[src/rtl/median_pkg.sv]
// Shared helpers for the windowed median filters: size functions and the
// window-depth legality check used at elaboration.
`define MEDIAN_CHECK_DEPTH(d, lo, hi) if (((d) % 2 == 0) || ((d) < (lo)) || ((d) > (hi))) begin : g_bad_depth $error("median filter: DEPTH=%0d must be odd and within [%0d,%0d]", d, lo, hi); end

package median_pkg;

    localparam int MIN_DEPTH = 3;
    localparam int MAX_DEPTH = 15;

    function automatic int clog2(input int n);
        int r;
        r = 0;
        for (int v = n - 1; v > 0; v = v >> 1) begin
            r = r + 1;
        end
        return r;
    endfunction

    function automatic int mid_of(input int depth);
        return depth / 2;
    endfunction

    function automatic int rank_w(input int depth);
        return (clog2(depth) < 1) ? 1 : clog2(depth);
    endfunction

endpackage

[src/rtl/median_rank.sv]
// Rank of one window entry: count of smaller entries plus equal entries at a
// lower index, so duplicate values still yield a permutation of 0..DEPTH-1.
module median_rank
    import median_pkg::*;
#(
    parameter int WIDTH  = 20,
    parameter int DEPTH  = 3,
    parameter int INDEX  = 0,
    parameter int RANK_W = rank_w(DEPTH)
)(
    input  logic [DEPTH*WIDTH-1:0] window,
    output logic [RANK_W-1:0]      rank
);

    logic [WIDTH-1:0] self_val;

    assign self_val = window[INDEX*WIDTH +: WIDTH];

    always_comb begin
        rank = '0;
        for (int j = 0; j < DEPTH; j++) begin
            if ((window[j*WIDTH +: WIDTH] < self_val) ||
                ((j < INDEX) && (window[j*WIDTH +: WIDTH] == self_val))) begin
                rank = rank + RANK_W'(1);
            end
        end
    end

endmodule

[src/rtl/median_window.sv]
// Streaming sliding-window median: shift window, per-entry rank, then select
// the middle-ranked entry. Two cycles from accepted sample to median_valid.
module median_window
    import median_pkg::*;
#(
    parameter int WIDTH = 20,
    parameter int DEPTH = 3
)(
    input  logic             clock,
    input  logic             reset,
    input  logic             clear,
    input  logic [WIDTH-1:0] data_in,
    input  logic             data_in_valid,
    output logic [WIDTH-1:0] median_out,
    output logic             median_valid,
    output logic             window_full
);

    localparam int MID    = mid_of(DEPTH);
    localparam int RANK_W = rank_w(DEPTH);
    localparam int CNT_W  = clog2(DEPTH + 1);

    `MEDIAN_CHECK_DEPTH(DEPTH, MIN_DEPTH, MAX_DEPTH)

    logic [WIDTH-1:0]       win_p0 [DEPTH];
    logic [CNT_W-1:0]       fill_p0;
    logic [CNT_W-1:0]       fill_next;
    logic                   vld_p0;
    logic [DEPTH*WIDTH-1:0] win_flat_p0;
    logic [RANK_W-1:0]      rank_c [DEPTH];
    logic [WIDTH-1:0]       win_p1 [DEPTH];
    logic [RANK_W-1:0]      rank_p1 [DEPTH];
    logic                   vld_p1;
    logic [WIDTH-1:0]       median_sel;

    assign window_full = (fill_p0 == CNT_W'(DEPTH));
    assign fill_next   = window_full ? fill_p0 : fill_p0 + CNT_W'(1);

    // Stage 0: shift window, fill count, warm-up gated valid
    always_ff @(posedge clock or posedge reset) begin
        if (reset) begin
            for (int i = 0; i < DEPTH; i++) win_p0[i] <= '0;
            fill_p0 <= '0;
            vld_p0  <= 1'b0;
        end else if (clear) begin
            for (int i = 0; i < DEPTH; i++) win_p0[i] <= '0;
            fill_p0 <= '0;
            vld_p0  <= 1'b0;
        end else if (data_in_valid) begin
            win_p0[0] <= data_in;
            for (int i = 1; i < DEPTH; i++) win_p0[i] <= win_p0[i-1];
            fill_p0 <= fill_next;
            vld_p0  <= (fill_next == CNT_W'(DEPTH));
        end else begin
            vld_p0 <= 1'b0;
        end
    end

    for (genvar g = 0; g < DEPTH; g++) begin : g_rank
        assign win_flat_p0[g*WIDTH +: WIDTH] = win_p0[g];

        median_rank #(
            .WIDTH  (WIDTH),
            .DEPTH  (DEPTH),
            .INDEX  (g),
            .RANK_W (RANK_W)
        ) u_rank (
            .window (win_flat_p0),
            .rank   (rank_c[g])
        );
    end

    // Stage 1: register ranks alongside a copy of the window
    always_ff @(posedge clock or posedge reset) begin
        if (reset) begin
            for (int i = 0; i < DEPTH; i++) begin
                win_p1[i]  <= '0;
                rank_p1[i] <= '0;
            end
            vld_p1 <= 1'b0;
        end else if (clear) begin
            for (int i = 0; i < DEPTH; i++) begin
                win_p1[i]  <= '0;
                rank_p1[i] <= '0;
            end
            vld_p1 <= 1'b0;
        end else begin
            for (int i = 0; i < DEPTH; i++) begin
                win_p1[i]  <= win_p0[i];
                rank_p1[i] <= rank_c[i];
            end
            vld_p1 <= vld_p0;
        end
    end

    always_comb begin
        median_sel = '0;
        for (int i = 0; i < DEPTH; i++) begin
            if (rank_p1[i] == RANK_W'(MID)) median_sel = win_p1[i];
        end
    end

    // Stage 2: median output; holds between pulses
    always_ff @(posedge clock or posedge reset) begin
        if (reset) begin
            median_out   <= '0;
            median_valid <= 1'b0;
        end else if (clear) begin
            median_out   <= '0;
            median_valid <= 1'b0;
        end else begin
            if (vld_p1) median_out <= median_sel;
            median_valid <= vld_p1;
        end
    end

endmodule
[config.mk]
export PLATFORM = sky130hd
export DESIGN_NAME = median_window
export DESIGN_NICKNAME = d
export VERILOG_FILES = /design/src/rtl/median_pkg.sv /design/src/rtl/median_rank.sv /design/src/rtl/median_window.sv
export SDC_FILE = /design/constraint.sdc
export NUM_CORES = 1
export LEC_CHECK = 0
export CAP_MARGIN = 20
export CORE_ASPECT_RATIO = 0.75
export CORE_MARGIN = 3
export CORE_UTILIZATION = 45
export CTS_CLUSTER_DIAMETER = 150
export DETAILED_ROUTE_END_ITERATION = 7
export PLACE_DENSITY = 0.72
export SETUP_SLACK_MARGIN = 0.2
export SYNTH_ARGS = -nofsm -noshare
export SYNTH_HDL_FRONTEND = slang
export SYNTH_SLANG_ARGS = --single-unit
[constraint.sdc]
create_clock -name clock -period 5.1 [get_ports clock]
set_input_delay 0.765 -clock clock [delete_from_list [all_inputs] [get_ports clock]]
set_output_delay 0.765 -clock clock [all_outputs]
set_load 0.01 [all_outputs]
* Word level (Yosys, flattened, before mapping)
Cells that the tools add are included.
** Word-level totals
- Flip-flop bits (word level) :: 151
- Input bits :: 24
- Output and inout port bits :: 22
** Cells by class
- Add/subtract/negate cells :: 7
- Order comparisons :: 9
- Equality and inequality tests :: 8
- Muxes and demuxes :: 25
- Reductions and logical operators :: 5
** Operators by type and width (count)
- less-than comparator 20 bit :: 9
- two-way mux 60 bit :: 3
- two-way mux 20 bit :: 5
- == test 20 bit :: 3
- two-way mux 2 bit :: 9
- adder 2 x 1 -> 2 bit, second input constant :: 7
- two-way mux 1 bit :: 7
- == test 2 x 1 -> 1 bit, second input constant :: 3
- two-way mux 6 bit :: 1
- == test 2 bit, second input constant :: 2
- nonzero test 2 bit :: 2
- logical OR 1 bit :: 3

* Logic depth before layout (Yosys ltp)
Gate-level depths: netlist of run 1.
- Word-level depth :: 8
- Depth in mapped cells :: 9
- Gate-level depth less buffers :: 9

* Cells and area by module
A second synthesis of run 1 with hierarchy kept.
** Second synthesis, totals
- Cells, all modules :: 797
- Area total of the unflattened synthesis :: 8655.8 um^2
** By module, submodules not included
- median_window :: times used 1, cells an instance 448, area an instance 5815.6 um^2, seq. area each 3778.6 um^2
- median_rank (g_rank[2].u_rank) :: times used 1, cells an instance 124, area an instance 1026.0 um^2, seq. area each 0.0 um^2
- median_rank (g_rank[0].u_rank) :: times used 1, cells an instance 110, area an instance 912.1 um^2, seq. area each 0.0 um^2
- median_rank (g_rank[1].u_rank) :: times used 1, cells an instance 115, area an instance 902.1 um^2, seq. area each 0.0 um^2

* Worst setup path after synthesis of run 1
OpenSTA, ideal clock, no wires.
- Path type :: flip-flop to flip-flop
- Start :: reg win_p0, in the netlist win_flat_p0[13]
- End :: reg rank_p1[2] (netlist bit)
- Setup time :: 0.132 ns
- Arrival time :: 2.021 ns
- Data required time :: 4.968 ns
- Path slack :: 2.947 ns
- Stages on the path, launching flop included :: 10
- Buffers on the path :: 0
- Clock period less this slack :: 2.153 ns
- Path through :: dfrtp_1 inv_1 ha_1 a21o_1 nand3_2 a21oi_1 or4_1 a21o_1 ha_1 nor2b_1
** Between the ends
- Cells in the longest elaborated chain, start to end :: 8
** RTL lines
- start, declared :: RTL line median_window.sv:25 : logic [WIDTH-1:0] win_p0 [DEPTH];
- less-than comparator 20 bit or == test 20 bit (tied branches) :: RTL line median_rank.sv:22, median_rank.sv:23
- logical OR 1 bit * :: RTL line median_rank.sv:22 : if ((window[j*WIDTH +: WIDTH] < self_val) ||
- two-way mux 1 bit * :: RTL line median_rank.sv:22
- adder 2 x 1 -> 2 bit :: RTL line median_rank.sv:24 : rank = rank + RANK_W'(1);
- two-way mux 2 bit * :: RTL line median_rank.sv:22
- adder 2 x 1 -> 2 bit :: RTL line median_rank.sv:24
- two-way mux 2 bit * :: RTL line median_rank.sv:22
- two-way mux 6 bit * :: RTL line median_window.sv:81 : end else if (clear) begin
- end signal, assigned by index :: RTL line median_window.sv:90 : rank_p1[i] <= rank_c[i];
- end, declared :: RTL line median_window.sv:32 : logic [RANK_W-1:0] rank_p1 [DEPTH];
Every way passes the cells marked *; elsewhere a longest branch is shown, timed or not.
A chain may end at the register's enable or synchronous reset.

* Final worst setup path of run 1
- Start :: reg win_p0, in the netlist win_flat_p0[19]
- End :: reg rank_p1[0] (netlist bit)
Same word-level chain as after synthesis.

==> results of run 1 <==
[cell type report]
class	count	area share [%]
clock buffers	17	5.07
repair buffers	52	6.38
flip-flops and latches	151	45.0
multi-input cells	403	36.3
well taps	205	3.06
clock inverters	15	2.24
inverters	43	1.98
[sequential cells by signal, summed over array words and instances (netlist names)]
register,cells
rank_p1,6
median_out,20
vld_p1,1
vld_p0,1
median_valid,1
win_p1,60
fill_p0,2
win_flat_p0,60
[routing by layer]
layer	track usage, %	vias to the layer above
met1	30.7	2373
met2	28.2	142
met3	5.20	7
met5	0	-
met4	4.65	0
li1	-	2288
[worst reg2reg max path: stages (launching register included)]
cell and delay [ns]:
dfrtp_1 0.35, inv_1 0.08, ha_1 0.34, a21oi_1 0.20, o21ai_0 0.23, a221oi_1 0.27, o21ai_1 0.15, a21o_1 0.21
ha_1 0.30, nor2b_1 0.13
[where the power goes]
| group | internal (mW) | total (mW) | switching [mW] |
|---|---|---|---|
| clock network | 0.743 | 1.29 | 0.550 |
| logic | 0.150 | 0.384 | 0.234 |
| registers | 1.24 | 1.26 | 0.0224 |
[placed cells by master, fill, tap and decap left out, types with 5 or more instances in the layout]
| master | Yosys | routed |
|---|---|---|
| inv_1 | 43 | 42 |
| dfrtp_1 | 151 | 151 |
| ha_1 | 63 | 63 |
| nand2_1 | 18 | 18 |
| nand2b_1 | 22 | 22 |
| a221o_1 | 20 | 20 |
| mux2i_1 | 21 | 21 |
| buf_4 | 0 | 5 |
| o21ai_0 | 8 | 8 |
| nand4_1 | 11 | 11 |
| clkbuf_16 | 0 | 17 |
| nor2b_1 | 31 | 29 |
| mux2_2 | 39 | 39 |
| nor2_1 | 69 | 69 |
| a21o_1 | 8 | 8 |
| a21oi_1 | 44 | 44 |
| o211ai_1 | 20 | 20 |
| clkdlybuf4s50_1 | 0 | 43 |
[stage by stage]
step                      power [mW]  util [%]  cell area (um^2)  hold WS [ns]  worst slack [ns]
after detailed placement        1.65      50.4              7740         0.454              2.45
after global routing            3.06      54.6              8390         0.485              2.61
after CTS                       2.94      54.4              8360         0.469              2.43
after floorplan                 1.54         -              7110         0.439             0.270
final                           2.94      54.6              8390         0.464              2.69
after global placement          1.63      50.2              7720         0.442              2.53
[worst paths after layout]
kind	startpoint	end	slack, ns	depth (start not counted)
worst max-delay path	win_flat_p0[19]$_DFFE_PP0P_	rank_p1[0]$_DFF_PP0_	2.69	9
worst min-delay path	vld_p0$_DFF_PP0_	vld_p1$_DFF_PP0_	0.46	1
worst max register to register	win_flat_p0[19]$_DFFE_PP0P_	rank_p1[0]$_DFF_PP0_	2.69	9
worst min register to register	vld_p0$_DFF_PP0_	vld_p1$_DFF_PP0_	0.46	1
max in group asynchronous	reset	win_flat_p0[54]$_DFFE_PP0P_	3.28	3
min in group asynchronous	reset	median_out[11]$_DFFE_PP0P_	0.77	2
[kinds of logic after synthesis]
logic type                 Yosys count
DFF                                151
AOI/OAI and AO/OA                  114
muxes                               60
buffers and inverters               74
adders and majority gates           63
and+or+nand+nor                    166
==> impl_results.md, run 1 <==
* Most common cell in the netlist: dfrtp_1
* Via density at 5.43
* DRT met1 WL at 8240 um
* FF+latch count, synth at 151
* Post-Route WL at 16200 um
* Fin nets at approximately 760
* Filler cell count in the final layout at 1302
* DR top layer: met4
* Number of setup violations in the final report at 0
* Crit path time final at 2.41 ns
* Ys Warns at 0
* Placed cell count at approximately 850
* Fraction of registers with async set/reset at between 90% and 100%
* Final HPWL DP at 11100 um
* Number of synthesized flops with an enable pin at 0
* Final Cycle Share at between 40 and 50%
* Num Clock Sinks at 151
* Leak pwr at 4.00 nW
* 1st-iter DRT viols at 247
* Htree depth at 4
* Cell with the most instances on the worst path: ha_1
* Met3 routed WL at 947 um
* Syn nets at around 720
* Remaining DRCs at 0
* Met2 Wirelength at 6950 um
* Largest family of logic cells by synthesized area: simple AND/OR/NAND/NOR gates
* DRT Pass-1 Iters at 5
* CTS Buffer Depth at 2
* Gr usage total at 19.9%
* Syn Std Cell Area at 0.00711 mm^2
* Post-CTS sizing at 0
* Hold Crit Class: flip-flop to flip-flop
* Worst path top cell family by delay: compound AO/OA/AOI/OAI gates
* Worst skew pair latency at 0.43 ns
* Fmax at 415 MHz
* Max VDD drop at 237 uV
* Top cells by area, synth: dfrtp_1 53%, ha_1 11%, mux2_2 6.2%
* Synth Area in Compound Gates at between 10% and 20%
* Max cap viols at 0
* Netlist cell types at 34
* Slew Viols, Final at 0
* Vias at 4810
* Register area share after synthesis at about 53%
* Core area at 0.0154 mm^2
* Area Growth Syn to Fin at 18.0%
* CTS tree: built
* Proportion of netlist area held by the largest area contributor at between 50% and 60%
* Num CTS Buffers at 17
* Multi-input combinational cell area at 0.00304 mm^2
* Worst path bufs/invs at 1
* Critical Path AT at 2.69 ns
* Overflow after GRT at 0
* RSZ-0062 raised after global routing: no
* Register area at 0.00378 mm^2
* Vias in the first global route at 4851
* Die Area at 0.0174 mm^2
* TNS Setup at 0 ns
* Post-synth top area cell: dfrtp_1
* Fin cells at around 890
* Largest net degree at the start of global routing at 113
* Top Ports at 46
* Setup crit end kind: flip-flop
* Clock Root Buffer: clkbuf_16
* Die W at ~150 um
* Slowest stage delay, CP at 0.35 ns
* Clock transition at the registers of the reported paths at 0.07 ns
* Ys flop type: dfrtp_1
* Post-synthesis mux area share at 9.13%
* Data required, critical path at about 5.4 ns
* Post-synth top cells: 151 x dfrtp_1, 69 x nor2_1, 63 x ha_1
* PD cells at 350 mW/mm^2
* IO Port Bufs at 45
* Placer congestion estimate at 0.928
* Max Fanout on Critical Path at 3
* Syn avg cell area at 11.3 um^2
* Synthesized-area fraction occupied by adder cells at 11.1%
* Outcome: completed
* Startpoint Class: flip-flop
* CP Cell Sequence: inv_1 > ha_1 > a21oi_1 > o21ai_0 > a221oi_1 > o21ai_1 > a21o_1 > ha_1 > nor2b_1
* Cell count after synthesis at roughly 630
* Hold buffers post-CTS at 0
* Height of the chip at 115 um
* Simple-gate share of the synthesized area at 11.7%
* Worst-case clock skew at 0.00989 ns
* Drt wl/cell at 18.3 um
* Antenna viol nets, final at 0
* Setup Crit Path Kind: flip-flop to flip-flop
* Initial antenna violation count at 0
* Worst-margin pin slew at 1.04 ns
* N_diodes at 0
* Xor/xnor share of the synthesized area at 0%
* Relative slew slack at 30.6%
* FP Rows at 39
* Layout cells sized above 1 at 12.6%
* Slowest CP cell: dfrtp_1
* Post-CTS Setup Inserts at 0
* Initial Util at a little under half
* Final Hold Viols at 0
* Global-route wire length before repair at 26300 um
Power figures use the tool's default switching activity.
==> inputs of run 2 (changes only) <==
--- a/config.mk
+++ b/config.mk
@@ -11,7 +11,7 @@
 export CORE_UTILIZATION = 45
 export CTS_CLUSTER_DIAMETER = 150
 export DETAILED_ROUTE_END_ITERATION = 7
-export PLACE_DENSITY = 0.72
+export PLACE_DENSITY = 0.69
 export SETUP_SLACK_MARGIN = 0.2
 export SYNTH_ARGS = -nofsm -noshare
 export SYNTH_HDL_FRONTEND = slang
==> constraint.sdc (replaced) <==
create_clock -name clock -period 2.5 [get_ports clock]
set_input_delay 0.375 -clock clock [delete_from_list [all_inputs] [get_ports clock]]
set_output_delay 0.375 -clock clock [all_outputs]
set_load 0.01 [all_outputs]
==> impl_results.md, run 2 (synthesis results as in run 1) <==
* Clock transition at the registers of the reported paths at 0.06 ns (about the same)
* Outcome: completed
* Final Cycle Share at 91.6% (+44 points)
* Vias at 5037 (+4.7%)
* Setup crit end kind: flip-flop
* CTS tree: built
* Max VDD drop at 493 uV (+110%)
* IO Port Bufs at 45 (unchanged)
* Relative slew slack at 26.2% (-4.4 points)
* Reg-to-reg endpoint: rank_p1[2]$_DFF_PP0_
* Leak pwr at 4.14 nW (+3.5%)
* Design Area, Final at 0.00884 mm^2 (+5.3%)
* Worst path top cell family by delay: simple AND/OR/NAND/NOR gates
* CP Cell Sequence: inv_1 > ha_1 > a21oi_2 > a211oi_2 > or4_4 > a21o_1 > ha_1 > nor2b_4
* Cell with the most instances on the worst path: ha_1
* Startpoint Class: flip-flop
* Die Area at 0.0174 mm^2 (unchanged)
* Slowest CP cell: or4_4
* RR Startpoint: win_flat_p0[11]$_DFFE_PP0P_
* Overflow after GRT at 0 (unchanged)
* Max cap viols at 0 (unchanged)
* DRT Pass-1 Iters at 5 (unchanged)
* RSZ-0062 raised after global routing: yes
* Gr usage total at 20.8% (+0.84 points)
* Hold Crit Class: primary input to asynchronous set/reset pin
* Num CTS Buffers at 17 (unchanged)
* Antenna viol nets, final at 0 (unchanged)
* PD cells at 720 mW/mm^2 (+110%)
* Worst R2R Setup Slack at 0.21 ns (-2.48 ns)
* Critical Path AT at 2.60 ns (-0.09 ns)
* Top Ports at 46 (unchanged)
* Vias in the first global route at 5069 (+4.5%)
* Num Clock Sinks at 151 (unchanged)
* Worst-case clock skew at 0.00689 ns (-0.00300 ns)
* Placer congestion estimate at 0.905 (-2.6%)
* Initial antenna violation count at 0 (unchanged)
* Post-layout util at 57.5% (+2.9 points)
* 1st-iter DRT viols at 375 (+52%)
* CTS Buffer Depth at 2 (unchanged)
* Layout cells sized above 1 at 20.4% (+7.8 points)
* Largest net degree at the start of global routing at 87 (-23%)
* Core area at 0.0154 mm^2 (unchanged)
* Area Growth Syn to Fin at 24.3%
* Setup slack after layout at 0.209 ns (-2.48 ns)
* Final HPWL DP at 11200 um (+0.86%)
* Fin nets at 770 (+2.0%)
* Dpl cell area at 0.00780 mm^2 (+0.69%)
* Final Hold Viols at 0 (unchanged)
* Height of the chip at 115 um (unchanged)
* Commonest non-fill, non-tap cell in the layout: dfrtp_1
* Drt wl/cell at 19.2 um (+4.7%)
* Worst skew pair latency at 0.43 ns (about the same)
* Htree depth at 4 (unchanged)
* Via density at 5.59 (+3.0%)
* Worst path bufs/invs at 1 (unchanged)
* Data required, critical path at 2.81 ns (-2.57 ns)
* Global-route wire length before repair at 27400 um (+4.0%)
* Clock Root Buffer: clkbuf_16
* Slowest stage delay, CP at 0.55 ns (+0.20 ns)
* Slew Viols, Final at 0 (unchanged)
* N_diodes at 0 (unchanged)
* TNS Setup at 0 ns (unchanged)
* Crit path time final at 2.29 ns (-0.118 ns)
* Remaining DRCs at 0 (unchanged)
* Post-Route WL at 17300 um (+6.5%)
* Worst Reg2Reg Path Length in Cells at 8 (-1)
* Worst-margin pin slew at 1.11 ns (+0.0700 ns)
* Initial Util at 46.3% (unchanged)
* Most frequent cells in the layout: 151 x dfrtp_1, 69 x nor2_1, 49 x ha_1, 43 x clkdlybuf4s50_1, 39 x mux2_2
* Setup Crit Path Kind: flip-flop to flip-flop
* Pre-CTS setup slack at 0.139 ns (-2.31 ns)
* Die W at 151 um (unchanged)
* FP Rows at 39 (unchanged)
* Number of setup violations in the final report at 0 (unchanged)
* Max Fanout on Critical Path at 3 (unchanged)
* Fmax at 437 MHz (+5.1%)
==> run 2: cell types whose count changed in the layout (fill, tap and decap cells not counted), sizes merged <==
cell,previous run,this run
inv,50,42
bufinv,2,6
clkinvlp,3,2
buf,9,24
clkinv,3,7
clkbuf,17,18
==> run 2: layer usage <==
layer | part of all wire [%] | vias up | global-route usage (%)
met5 | 0 | - | 0
met4 | 1.8 | 0 | 6.52
met3 | 5.9 | 26 | 5.67
met2 | 44 | 155 | 30.1
met1 | 49 | 2545 | 30.6
li1 | - | 2311 | -
==> run 2: timing repair <==
action                     in CTS  in global routing
hold buffers                    0                  0
buffers inserted                3                 10
resized for setup               9                 39
pin swaps                       3                 14
setup endpoints to repair       3                  6
==> run 2: report_power, final <==
group | switching [mW] | internal (mW)
sequential | 0.0459 | 2.52
combinational | 0.549 | 0.365
clock | 1.02 | 1.86
==> run 2: layout make-up <==
cell class / instances / area (um^2)
clock buffer: 18 / 429
clock inverter: 14 / 230
fill: 1253 / 6530
inverter: 43 / 165
multi-input combinational: 403 / 3320
sequential: 151 / 3780
tap: 205 / 256
timing repair buffer: 67 / 658
==> run 2: metrics by stage <==
step                total power, mW  hold WS (ns)  cells
floorplan                      3.13         0.439    628
global placement               3.38         0.468    856
detailed placement             3.40         0.463    856
CTS                            6.31         0.440    891
global route                   6.60         0.473    901
finish                         6.36         0.420    901
==> run 2: how the worst max path moves through the flow <==
stage | startpoint | end | slack [ns] | cells after the start
after floorplan | reset | fill_p0[0]$_DFFE_PP0P_ | 0.22 | 1
after global placement | win_flat_p0[13]$_DFFE_PP0P_ | rank_p1[2]$_DFF_PP0_ | 0.22 | 9
after detailed placement | win_flat_p0[9]$_DFFE_PP0P_ | rank_p1[2]$_DFF_PP0_ | 0.14 | 9
after CTS | win_flat_p0[5]$_DFFE_PP0P_ | rank_p1[2]$_DFF_PP0_ | 0.20 | 9
after global routing | win_flat_p0[17]$_DFFE_PP0P_ | rank_p1[4]$_DFF_PP0_ | 0.15 | 9
final | win_flat_p0[11]$_DFFE_PP0P_ | rank_p1[2]$_DFF_PP0_ | 0.21 | 8
==> run 2: worst reg2reg max path: cells and delay by family, from the launching register on <==
kind,cells,cell delay [ns]
adders and majority gates,2,0.65
buffers and inverters,1,0.07
AOI/OAI and AO/OA,3,0.44
DFF,1,0.34
and+or+nand+nor,2,0.67
==> inputs of run 3 (changes only) <==
--- a/config.mk
+++ b/config.mk
@@ -11,7 +11,8 @@
 export CORE_UTILIZATION = 45
 export CTS_CLUSTER_DIAMETER = 150
 export DETAILED_ROUTE_END_ITERATION = 7
-export PLACE_DENSITY = 0.69
+export DONT_BUFFER_PORTS = 1
+export PLACE_DENSITY = 0.66
 export SETUP_SLACK_MARGIN = 0.2
 export SYNTH_ARGS = -nofsm -noshare
 export SYNTH_HDL_FRONTEND = slang
==> impl_results.md, run 3 (synthesis results as in run 1) <==
* Htree depth at 4 (unchanged)
* IO Port Bufs at 0 (-100%)
* PD cells at 741 mW/mm^2 (+3.0%)
* Max Fanout on Critical Path at 3 (unchanged)
* N_diodes at 0 (unchanged)
* Leak pwr at 3.93 nW (-5.1%)
* Layout cells sized above 1 at 19.2% (-1.2 points)
* Setup Crit Path Kind: flip-flop to flip-flop
* Pwr Total at 6.13 mW (-3.7%)
* Commonest non-fill, non-tap cell in the layout: dfrtp_1
* Vias in the first global route at 4902 (-3.3%)
* Data required, critical path at 2.82 ns (about the same)
* Overflow after GRT at 0 (unchanged)
* Max cap viols at 0 (unchanged)
* Hold Crit Class: primary input to flip-flop
* DRT Pass-1 Iters at 5 (unchanged)
* Design Area, Final at 0.00827 mm^2 (-6.5%)
* Core area at 0.0154 mm^2 (unchanged)
* Crit path time final at 2.25 ns (-0.0396 ns)
* Number of setup violations in the final report at 0 (unchanged)
* Setup crit end kind: flip-flop
* Num Clock Sinks at 151 (unchanged)
* Hold WS at 0.0319 ns (-0.388 ns)
* Drt wl/cell at 19.6 um (+2.0%)
* Clock transition at the registers of the reported paths at 0.07 ns (about the same)
* Worst-margin pin slew at 0.655 ns (-0.452 ns)
* Final HPWL DP at 11400 um (+2.3%)
* Via density at 5.57 (-0.35%)
* Height of the chip at 115 um (unchanged)
* Startpoint Class: flip-flop
* Worst setup path start: win_flat_p0[17]$_DFFE_PP0P_
* Final Hold Viols at 0 (unchanged)
* CTS Buffer Depth at 2 (unchanged)
* Initial antenna violation count at 2 (+2)
* Top Ports at 46 (unchanged)
* Gr usage total at 20.4% (-0.37 points)
* Worst skew pair latency at 0.43 ns (about the same)
* Fmax at 444 MHz (+1.8%)
* Largest net degree at the start of global routing at 106 (+22%)
* Max VDD drop at 462 uV (-6.3%)
* Antenna viol nets, final at 0 (unchanged)
* Vias at 4763 (-5.4%)
* Hold path startpoint: clear
* Relative slew slack at 56.4% (+30 points)
* TNS Setup at 0 ns (unchanged)
* Num CTS Buffers at 17 (unchanged)
* Critical Path AT at 2.57 ns (-0.03 ns)
* Post-Route WL at 16700 um (-3.2%)
* Die W at 151 um (unchanged)
* FP Rows at 39 (unchanged)
* Die Area at 0.0174 mm^2 (unchanged)
* 1st-iter DRT viols at 427 (+14%)
* Outcome: completed
* Dpl cell area at 0.00734 mm^2 (-5.9%)
* Clock Root Buffer: clkbuf_16
* Remaining DRCs at 0 (unchanged)
* Final Cycle Share at 90.0% (-1.6 points)
* RSZ-0062 raised after global routing: yes
* RR Startpoint: win_flat_p0[17]$_DFFE_PP0P_
* Placer congestion estimate at 0.857 (-5.3%)
* Most frequent cells in the layout: 151 x dfrtp_1, 69 x nor2_1, 52 x ha_1, 39 x mux2_2, 38 x a21oi_1
* Fin nets at 724 (-6.0%)
* Area Growth Syn to Fin at 16.2%
* CTS tree: built
* Initial Util at 46.3% (unchanged)
* Slew Viols, Final at 0 (unchanged)
* Worst-case clock skew at 0.00989 ns (+0.00299 ns)
* Global-route wire length before repair at 26800 um (-2.3%)
run 3: cell type report:
type                            instances  area (um^2)
Clock buffer                           19          443
Clock inverter                         13          195
Fill cell                            1298         7100
Inverter                               43          165
Multi-Input combinational cell        403         3240
Sequential cell                       151         3780
Tap cell                              205          256
Timing Repair Buffer                   21          191
run 3: final timing paths:
| path | to | slack (ns) | cells past startpoint |
|---|---|---|---|
| setup / recovery | rank_p1[2]$_DFF_PP0_ | 0.25 | 9 |
| hold / removal | median_out[14]$_DFFE_PP0P_ | 0.03 | 1 |
| setup reg to reg | rank_p1[2]$_DFF_PP0_ | 0.25 | 9 |
| hold reg to reg | vld_p1$_DFF_PP0_ | 0.48 | 1 |
| max in group asynchronous | win_flat_p0[12]$_DFFE_PP0P_ | 1.27 | 3 |
| min in group asynchronous | fill_p0[1]$_DFFE_PP0P_ | 0.50 | 2 |
run 3: per-stage QoR:
step,worst slack [ns],instances,util [%]
finish,0.249,855,53.8
global route,0.159,855,53.8
CTS,0.210,846,52.0
detailed placement,0.222,812,47.8
global placement,0.213,811,47.7
floorplan,0.222,628,-
run 3: power by group:
part,switching (mW),total (mW),internal [mW]
clock network,1.04,2.76,1.71
registers,0.0489,2.57,2.52
logic,0.467,0.797,0.331
total,1.56,6.13,4.57
run 3: metal layers:
layer  part of all wire, %  up-vias  global-route usage (%)
li1                      -     2224                       -
met1                    49     2368                    31.4
met2                    42      139                    27.1
met3                   7.6       28                    6.82
met4                   1.5        4                    6.22
met5                  0.14        -                       0
run 3: repair_timing:
item / 4_1_cts / 5_1_grt
resized for setup: 0 / 37
hold buffers: 2 / 0
buffers inserted: 0 / 9
endpoints found under the hold margin: 30 / 0
setup endpoints to repair: 0 / 4
run 3: critical path, cell delays in order, from the launching register on:
cell     delay (ns)
dfrtp_1        0.39
inv_2          0.10
buf_4          0.13
ha_4           0.21
a21oi_2        0.13
o21ai_2        0.09
or4_1          0.49
a21o_1         0.18
ha_1           0.29
nor2b_1        0.13
